<file path="src/rtl/dir_input_encoder_if.sv">
// ---------------------------------------------------------------------------
// dir_input_encoder_if
//
// Purpose:
//   Groups the keyboard-side inputs and the motion-side outputs of
//   dir_input_encoder into one bundle. The clock and reset stay as plain
//   ports on the encoder itself.
//
// Signals:
//   keycode     8  raw USB HID keycode, 0x00 when no key is pressed
//   frame_tick  1  one-cycle pulse per video frame
//   USER_INPUT  3  movement code (001 up, 010 left, 100 down, 101 right)
//   move_valid  1  one-cycle step strobe, coincident with USER_INPUT
//   held_dir    3  direction currently accepted as held (000 when none)
//
// Modports:
//   master  drives keycode/frame_tick, observes the encoder outputs
//   slave   the encoder side
// ---------------------------------------------------------------------------
interface dir_input_encoder_if;
  logic [7:0] keycode;
  logic       frame_tick;
  logic [2:0] USER_INPUT;
  logic       move_valid;
  logic [2:0] held_dir;

  modport master (
    output keycode,
    output frame_tick,
    input  USER_INPUT,
    input  move_valid,
    input  held_dir
  );

  modport slave (
    input  keycode,
    input  frame_tick,
    output USER_INPUT,
    output move_valid,
    output held_dir
  );
endinterface

</file>
<file path="src/rtl/dir_input_encoder.sv">
// ---------------------------------------------------------------------------
// dir_input_encoder
//
// Purpose:
//   Turns the raw keyboard keycode into single-cycle movement steps for the
//   sprite motion logic. The keycode is looked at only on frame ticks, is
//   debounced over whole frames, and a held key produces a first step,
//   then (after a hold delay) a steady stream of auto-repeat steps.
//
// Ports:
//   Clk    in   system clock
//   Reset  in   synchronous reset, active-high, highest priority
//   bus    slave side of dir_input_encoder_if:
//            keycode, frame_tick in; USER_INPUT, move_valid, held_dir out
//
// Parameters:
//   STABLE_FRAMES  ticks a direction must be seen before the first step
//   REPEAT_DELAY   ticks after the first step before auto-repeat starts
//   REPEAT_PERIOD  ticks between auto-repeat steps
//   All three are legal in 1..255.
// ---------------------------------------------------------------------------
module dir_input_encoder #(
  parameter int unsigned STABLE_FRAMES = 2,
  parameter int unsigned REPEAT_DELAY  = 8,
  parameter int unsigned REPEAT_PERIOD = 2
) (
  input  logic                Clk,
  input  logic                Reset,
  dir_input_encoder_if.slave  bus
);

  typedef enum logic [1:0] {
    IDLE     = 2'd0,
    DEBOUNCE = 2'd1,
    HOLD     = 2'd2,
    REPEAT   = 2'd3
  } state_t;

  localparam logic [2:0] DIR_NONE  = 3'b000;
  localparam logic [2:0] DIR_UP    = 3'b001;
  localparam logic [2:0] DIR_LEFT  = 3'b010;
  localparam logic [2:0] DIR_DOWN  = 3'b100;
  localparam logic [2:0] DIR_RIGHT = 3'b101;

  localparam logic [7:0] STABLE_TARGET = 8'(STABLE_FRAMES);
  localparam logic [7:0] DELAY_TARGET  = 8'(REPEAT_DELAY);
  localparam logic [7:0] PERIOD_TARGET = 8'(REPEAT_PERIOD);

  // A one-frame debounce accepts a new direction on the very tick it appears.
  localparam logic SINGLE_FRAME = (STABLE_FRAMES == 1) ? 1'b1 : 1'b0;

  // Map the HID keycode onto a movement code: WASD and the arrow keys.
  function automatic logic [2:0] decode_key(input logic [7:0] key);
    logic [2:0] dir;
    dir = DIR_NONE;
    case (key)
      8'h1A, 8'h52: dir = DIR_UP;
      8'h04, 8'h50: dir = DIR_LEFT;
      8'h16, 8'h51: dir = DIR_DOWN;
      8'h07, 8'h4F: dir = DIR_RIGHT;
      default:      dir = DIR_NONE;
    endcase
    return dir;
  endfunction

  // Frame counters stick at 255 rather than wrapping.
  function automatic logic [7:0] sat_inc(input logic [7:0] value);
    logic [7:0] result;
    if (value == 8'hFF) begin
      result = 8'hFF;
    end else begin
      result = value + 8'd1;
    end
    return result;
  endfunction

  state_t     state;
  logic [2:0] cand;
  logic [7:0] cnt;
  logic [2:0] step_code;
  logic       step_valid;
  logic [2:0] held;

  logic [2:0] d;
  logic [7:0] cnt_inc;
  logic [7:0] repeat_target;
  state_t     start_state;
  logic [7:0] start_cnt;
  logic       start_emit;
  logic [2:0] start_held;

  // Decode, counter increment, and the "new direction seen" landing point
  // shared by IDLE and by a direction change in any other state.
  always_comb begin
    d             = decode_key(bus.keycode);
    cnt_inc       = sat_inc(cnt);
    repeat_target = (state == HOLD) ? DELAY_TARGET : PERIOD_TARGET;
    if (SINGLE_FRAME) begin
      start_state = HOLD;
      start_cnt   = 8'd0;
      start_emit  = 1'b1;
      start_held  = d;
    end else begin
      start_state = DEBOUNCE;
      start_cnt   = 8'd1;
      start_emit  = 1'b0;
      start_held  = DIR_NONE;
    end
  end

  // Debounce / hold / auto-repeat state machine with registered outputs.
  // State only advances on frame ticks; step outputs are pulsed for one
  // cycle and cleared by default every other cycle.
  always_ff @(posedge Clk) begin
    if (Reset) begin
      state      <= IDLE;
      cand       <= DIR_NONE;
      cnt        <= 8'd0;
      step_code  <= DIR_NONE;
      step_valid <= 1'b0;
      held       <= DIR_NONE;
    end else begin
      step_code  <= DIR_NONE;
      step_valid <= 1'b0;
      if (bus.frame_tick) begin
        case (state)
          IDLE: begin
            if (d != DIR_NONE) begin
              state      <= start_state;
              cand       <= d;
              cnt        <= start_cnt;
              held       <= start_held;
              step_code  <= start_emit ? d : DIR_NONE;
              step_valid <= start_emit;
            end
          end

          DEBOUNCE: begin
            if (d == DIR_NONE) begin
              state <= IDLE;
              cand  <= DIR_NONE;
              cnt   <= 8'd0;
              held  <= DIR_NONE;
            end else if (d == cand) begin
              if (cnt_inc == STABLE_TARGET) begin
                state      <= HOLD;
                cnt        <= 8'd0;
                held       <= cand;
                step_code  <= cand;
                step_valid <= 1'b1;
              end else begin
                cnt <= cnt_inc;
              end
            end else begin
              // A different direction restarts the debounce from scratch.
              state      <= start_state;
              cand       <= d;
              cnt        <= start_cnt;
              held       <= start_held;
              step_code  <= start_emit ? d : DIR_NONE;
              step_valid <= start_emit;
            end
          end

          // HOLD waits out the repeat delay; REPEAT then steps every period.
          // Both land in REPEAT on reaching their target.
          HOLD, REPEAT: begin
            if (d == DIR_NONE) begin
              state <= IDLE;
              cand  <= DIR_NONE;
              cnt   <= 8'd0;
              held  <= DIR_NONE;
            end else if (d == cand) begin
              if (cnt_inc == repeat_target) begin
                state      <= REPEAT;
                cnt        <= 8'd0;
                step_code  <= cand;
                step_valid <= 1'b1;
              end else begin
                cnt <= cnt_inc;
              end
            end else begin
              // Switching keys while held re-debounces the new direction.
              state      <= start_state;
              cand       <= d;
              cnt        <= start_cnt;
              held       <= start_held;
              step_code  <= start_emit ? d : DIR_NONE;
              step_valid <= start_emit;
            end
          end

          default: begin
            state <= IDLE;
            cand  <= DIR_NONE;
            cnt   <= 8'd0;
            held  <= DIR_NONE;
          end
        endcase
      end
    end
  end

  assign bus.USER_INPUT = step_code;
  assign bus.move_valid = step_valid;
  assign bus.held_dir   = held;

endmodule

</file>
<file path="src/flat_wrapper.sv">
// flat-port wrapper written by rule: the top's interface ports become plain ports
module dir_input_encoder_flat 
#(
  parameter int unsigned STABLE_FRAMES = 2,
  parameter int unsigned REPEAT_DELAY  = 8,
  parameter int unsigned REPEAT_PERIOD = 2
)
  (Clk, Reset, bus_keycode, bus_frame_tick, bus_USER_INPUT, bus_move_valid, bus_held_dir);
  dir_input_encoder_if bus_i ();
  input  logic Clk;
  input  logic Reset;
  input wire logic [$bits(bus_i.keycode)-1:0] bus_keycode;
  input wire logic [$bits(bus_i.frame_tick)-1:0] bus_frame_tick;
  output wire logic [$bits(bus_i.USER_INPUT)-1:0] bus_USER_INPUT;
  output wire logic [$bits(bus_i.move_valid)-1:0] bus_move_valid;
  output wire logic [$bits(bus_i.held_dir)-1:0] bus_held_dir;
  assign bus_i.keycode = bus_keycode;
  assign bus_i.frame_tick = bus_frame_tick;
  assign bus_USER_INPUT = bus_i.USER_INPUT;
  assign bus_move_valid = bus_i.move_valid;
  assign bus_held_dir = bus_i.held_dir;
  dir_input_encoder #(.STABLE_FRAMES(STABLE_FRAMES), .REPEAT_DELAY(REPEAT_DELAY), .REPEAT_PERIOD(REPEAT_PERIOD)) u_core (.Clk(Clk), .Reset(Reset), .bus(bus_i));
endmodule
</file>
<file path="config.mk">
export PLATFORM = sky130hd
export DESIGN_NAME = dir_input_encoder_flat
export DESIGN_NICKNAME = d
export VERILOG_FILES = /design/src/rtl/dir_input_encoder_if.sv /design/src/rtl/dir_input_encoder.sv /design/src/flat_wrapper.sv
export SDC_FILE = /design/constraint.sdc
export NUM_CORES = 1
export LEC_CHECK = 0
export ABC_AREA = 1
export BUFFER_PORTS_ARGS = -buffer_cell sky130_fd_sc_hd__clkbuf_2
export CELL_PAD_IN_SITES_DETAIL_PLACEMENT = 1
export CELL_PAD_IN_SITES_GLOBAL_PLACEMENT = 1
export CORE_AREA = 2 2 65 67
export DETAILED_ROUTE_END_ITERATION = 12
export DIE_AREA = 0 0 67 69
export MAX_ROUTING_LAYER = met4
export PLACE_DENSITY_LB_ADDON = 0.08
export SLEW_MARGIN = 20
export SYNTH_ARGS = -nofsm -noshare
export SYNTH_HDL_FRONTEND = slang
export SYNTH_SLANG_ARGS = --single-unit
</file>
<file path="constraint.sdc">
create_clock -name Clk -period 4.7 [get_ports Clk]
set_clock_uncertainty 0.1 [all_clocks]
set_input_delay 0.705 -clock Clk [delete_from_list [all_inputs] [get_ports Clk]]
set_output_delay 0.705 -clock Clk [all_outputs]
set_load 0.005 [all_outputs]
</file>
==> metrics.yaml <==
synth:
  syn_area_um2: 1650
  synth_area_per_cell_um2: 6.28
  ys_top_cells_by_area: "dfxtp_1 24%, nand2_1 15%, nor2_1 8.9%"
  syn_nets: 275
  yosys_warnings: 0
  seq_area_frac_synth: 0.243
  synth_top_area_frac: 0.243
  synthCells: 263
  synth_flop_cell: "dfxtp_1"
  async_flop_share: 0
  synth_seq_cells: 20
  synth_cell_types: 29
  synth_edf_count: 0
  synth_top_area_cell: "dfxtp_1"
die:
  start_util: 0.422
  die_h_um: 69
  io_pins: 18
  dieArea_um2: 4620
  num_rows: 23
  die_w_um: 67
  core_um2: 3910
route:
  viasPerCell: 4.97
  vias: 1644
  avgRoutedWirePerCell_um: 12.5
  route.detailed.drc: 0
  wl_um: 4140
  ant_nets: 0
  drt_pass1_iterations: 4
  initialDrtViolationCount: 53
finish:
  design_area_um2: 1840
  nNetsFinal: 294
  diodes: 0
  area_growth_pct: 11.7
  layout-drive-gt1-share: 0.299
  fillers: 556
global_route:
  grt_use_total: 0.207
  grt.overflow.total: 0
  grt_pass1_wl_um: 7400
  grt_pass1_vias: 1632
  grt_start_max_net_pins: 13
  antenna_found_initial: 0
clocking:
  clk_path_buf_depth: 2
  clkSlewWorstSetupHoldPaths_ps: 80
  clkSinkCount: 20
  worstSkewPairLatency_ps: 260
  post_cts_buffers: 0
  cts_inserted_buffers: 3
  cts_max_level: 1
  cts_resized: 0
  ctsHoldBuffers: 0
  root_buffer: "clkbuf_8"
  tritoncts: "yes"
worst_hold_path:
  hp-class: "reg -> reg"
  hp-start: "u_core.cnt[1]"
  hold_end: "u_core.cnt[1]"
  hold_depth: 2
place:
  gp_congestion: 0.808
  dp_hpwl_um: 3450
  port-buffer-count: 17
  placed_area_um2: 1770
setup_path:
  startpoint_type: "register"
  r2r_setup_slack_ps: 2330
  slowest_stage: "dfxtp_1"
  timing.rr.end: "u_core.bus.held_dir[1]"
  crit_chain: "ha_1 > nand2_1 > nor2_2 > nand3_2 > nand3_1 > nor2_1 > nand3_1 > nand4_2 > nand3_1 > nand2_1 > nand2_1 > nor2_1"
  path_delay_family: "simple AND/OR/NAND/NOR gates"
  crit_fanout: 12
  cp.buffers_inverters: 0
  critPathKind: "reg -> reg"
  end_kind: "register"
  r2r_start: "u_core.cnt[0]"
  critPathMaxStageDelay_ps: 430
  arrival_ps: 2420
  r2r_cells: 12
  cp.required_ps: 4750
status:
  status: "complete, no violations"
timing:
  finalCritPeriodShare: 0.504
  period_needed_ps: 2370
  slew_headroom: 0.804
  worstMarginPinSlew_ps: 293
  finalMaxSlewViolations: 0
  fin_setup_tns_ps: 0
  final_hold_viol_count: 0
  setup_viol: 0
  max_freq_ghz: 0.422
  rsz0062_at_grt: "false"
pwr:
  p_leak_nw: 0.882
  power_density_nw_per_um2: 291
  ir_drop_v: 0.000175
run:
  drv_cap: 0
[final cells by class]
type / instances / area (um2) / area share
Multi-Input combinational cell: 203 / 1080 / 0.587
Inverter: 37 / 141 / 0.0767
Clock inverter: 1 / 30.0 / 0.0163
Sequential cell: 20 / 400 / 0.217
Timing Repair Buffer: 17 / 85.1 / 0.0462
Tap cell: 50 / 62.6 / 0.0339
Clock buffer: 3 / 41.3 / 0.0224
[cell usage in the layout, fill, tap and decap left out, drive strengths merged]
master | synthesis | layout
nand2 | 84 | 84
nor2 | 53 | 53
inv | 36 | 36
nand3 | 30 | 30
dfxtp | 20 | 20
clkbuf | 1 | 20
o21ai | 11 | 11
a21oi | 9 | 9
nor3 | 4 | 4
nand4 | 4 | 4
xnor2 | 2 | 2
clkinv | 1 | 1
nand3b | 1 | 1
o211ai | 1 | 1
and2 | 1 | 1
a21boi | 1 | 1
o21bai | 1 | 1
ha | 1 | 1
bufinv | 0 | 1
[cells in the mapped netlist, types with 2 or more instances]
library cell   n
nand2_2       17
nor2_2         9
nand2_1       64
buf_6          2
nor2_1        39
nand3_2        8
inv_1         24
a21oi_2        2
o21ai_0        5
o21ai_1        6
nand3_1       22
a21oi_1        7
dfxtp_1       20
nor3_2         4
nand2_4        3
nor2_4         5
nand4_1        3
xnor2_1        2
inv_2         11
[metrics by stage]
stage / worst slack (ps) / cells / util / total power, W / hold WS [ps]
after floorplan: 2630 / 263 / - / 0.000325 / 357
after global placement: 2220 / 327 / 0.453 / 0.000362 / 397
after detailed placement: 2250 / 327 / 0.453 / 0.000364 / 416
after CTS: 2340 / 331 / 0.471 / 0.000541 / 432
after global routing: 2130 / 331 / 0.471 / 0.000572 / 454
final: 2330 / 331 / 0.471 / 0.000537 / 425
[per-layer routing]
layer,wire (um),vias to the layer above,part of all wire,global-route usage
li1,-,862,-,-
met1,2180,762,0.53,0.295
met2,1820,16,0.44,0.301
met3,81,4,0.020,0.0245
met4,59,0,0.014,0.0680
met5,0,-,0,-
[worst reg2reg max path: stages, from the launching register on]
cell and delay (ps):
dfxtp_1 430, ha_1 260, nand2_1 80, nor2_2 120, nand3_2 260, nand3_1 220
nor2_1 110, nand3_1 130, nand4_2 150, nand3_1 200, nand2_1 80, nand2_1 80
nor2_1 40
[power breakdown]
part	switching, W	total [W]	internal [W]
Sequential	0.0000159	0.000201	0.000185
Clock	0.0000616	0.000175	0.000114
Combinational	0.000107	0.000160	0.0000537
[flip-flops by register name (all words and copies together) (netlist names)]
signal,flops
u_core.bus.USER_INPUT,3
u_core.bus.held_dir,3
u_core.bus.move_valid,1
u_core.cand,3
u_core.cnt,8
u_core.state,2
[worst max path at each step]
stage,to,startpoint,slack (ps),cells after the start
after floorplan,u_core.cand[0],bus_keycode[5],2630,14
final,u_core.bus.held_dir[1],u_core.cnt[0],2330,12
after detailed placement,u_core.bus.held_dir[2],bus_keycode[5],2250,15
after global placement,u_core.bus.held_dir[2],bus_keycode[5],2220,15
after CTS,u_core.bus.held_dir[1],u_core.cnt[0],2340,12
after global routing,u_core.bus.held_dir[2],u_core.cnt[0],2130,12
[cells by family (layout without fill, tap and decap cells)]
group,count (synthesis),in the layout,share of synthesized area
AO/OA/AOI/OAI,23,23,0.0811
XOR/XNOR,2,2,0.0106
AND/OR/NAND/NOR,177,177,0.556
flip-flops,20,20,0.243
adder cells (fa/ha/maj),1,1,0.00758
buffers and inverters,40,58,0.102
Power figures use the tool's default switching activity.
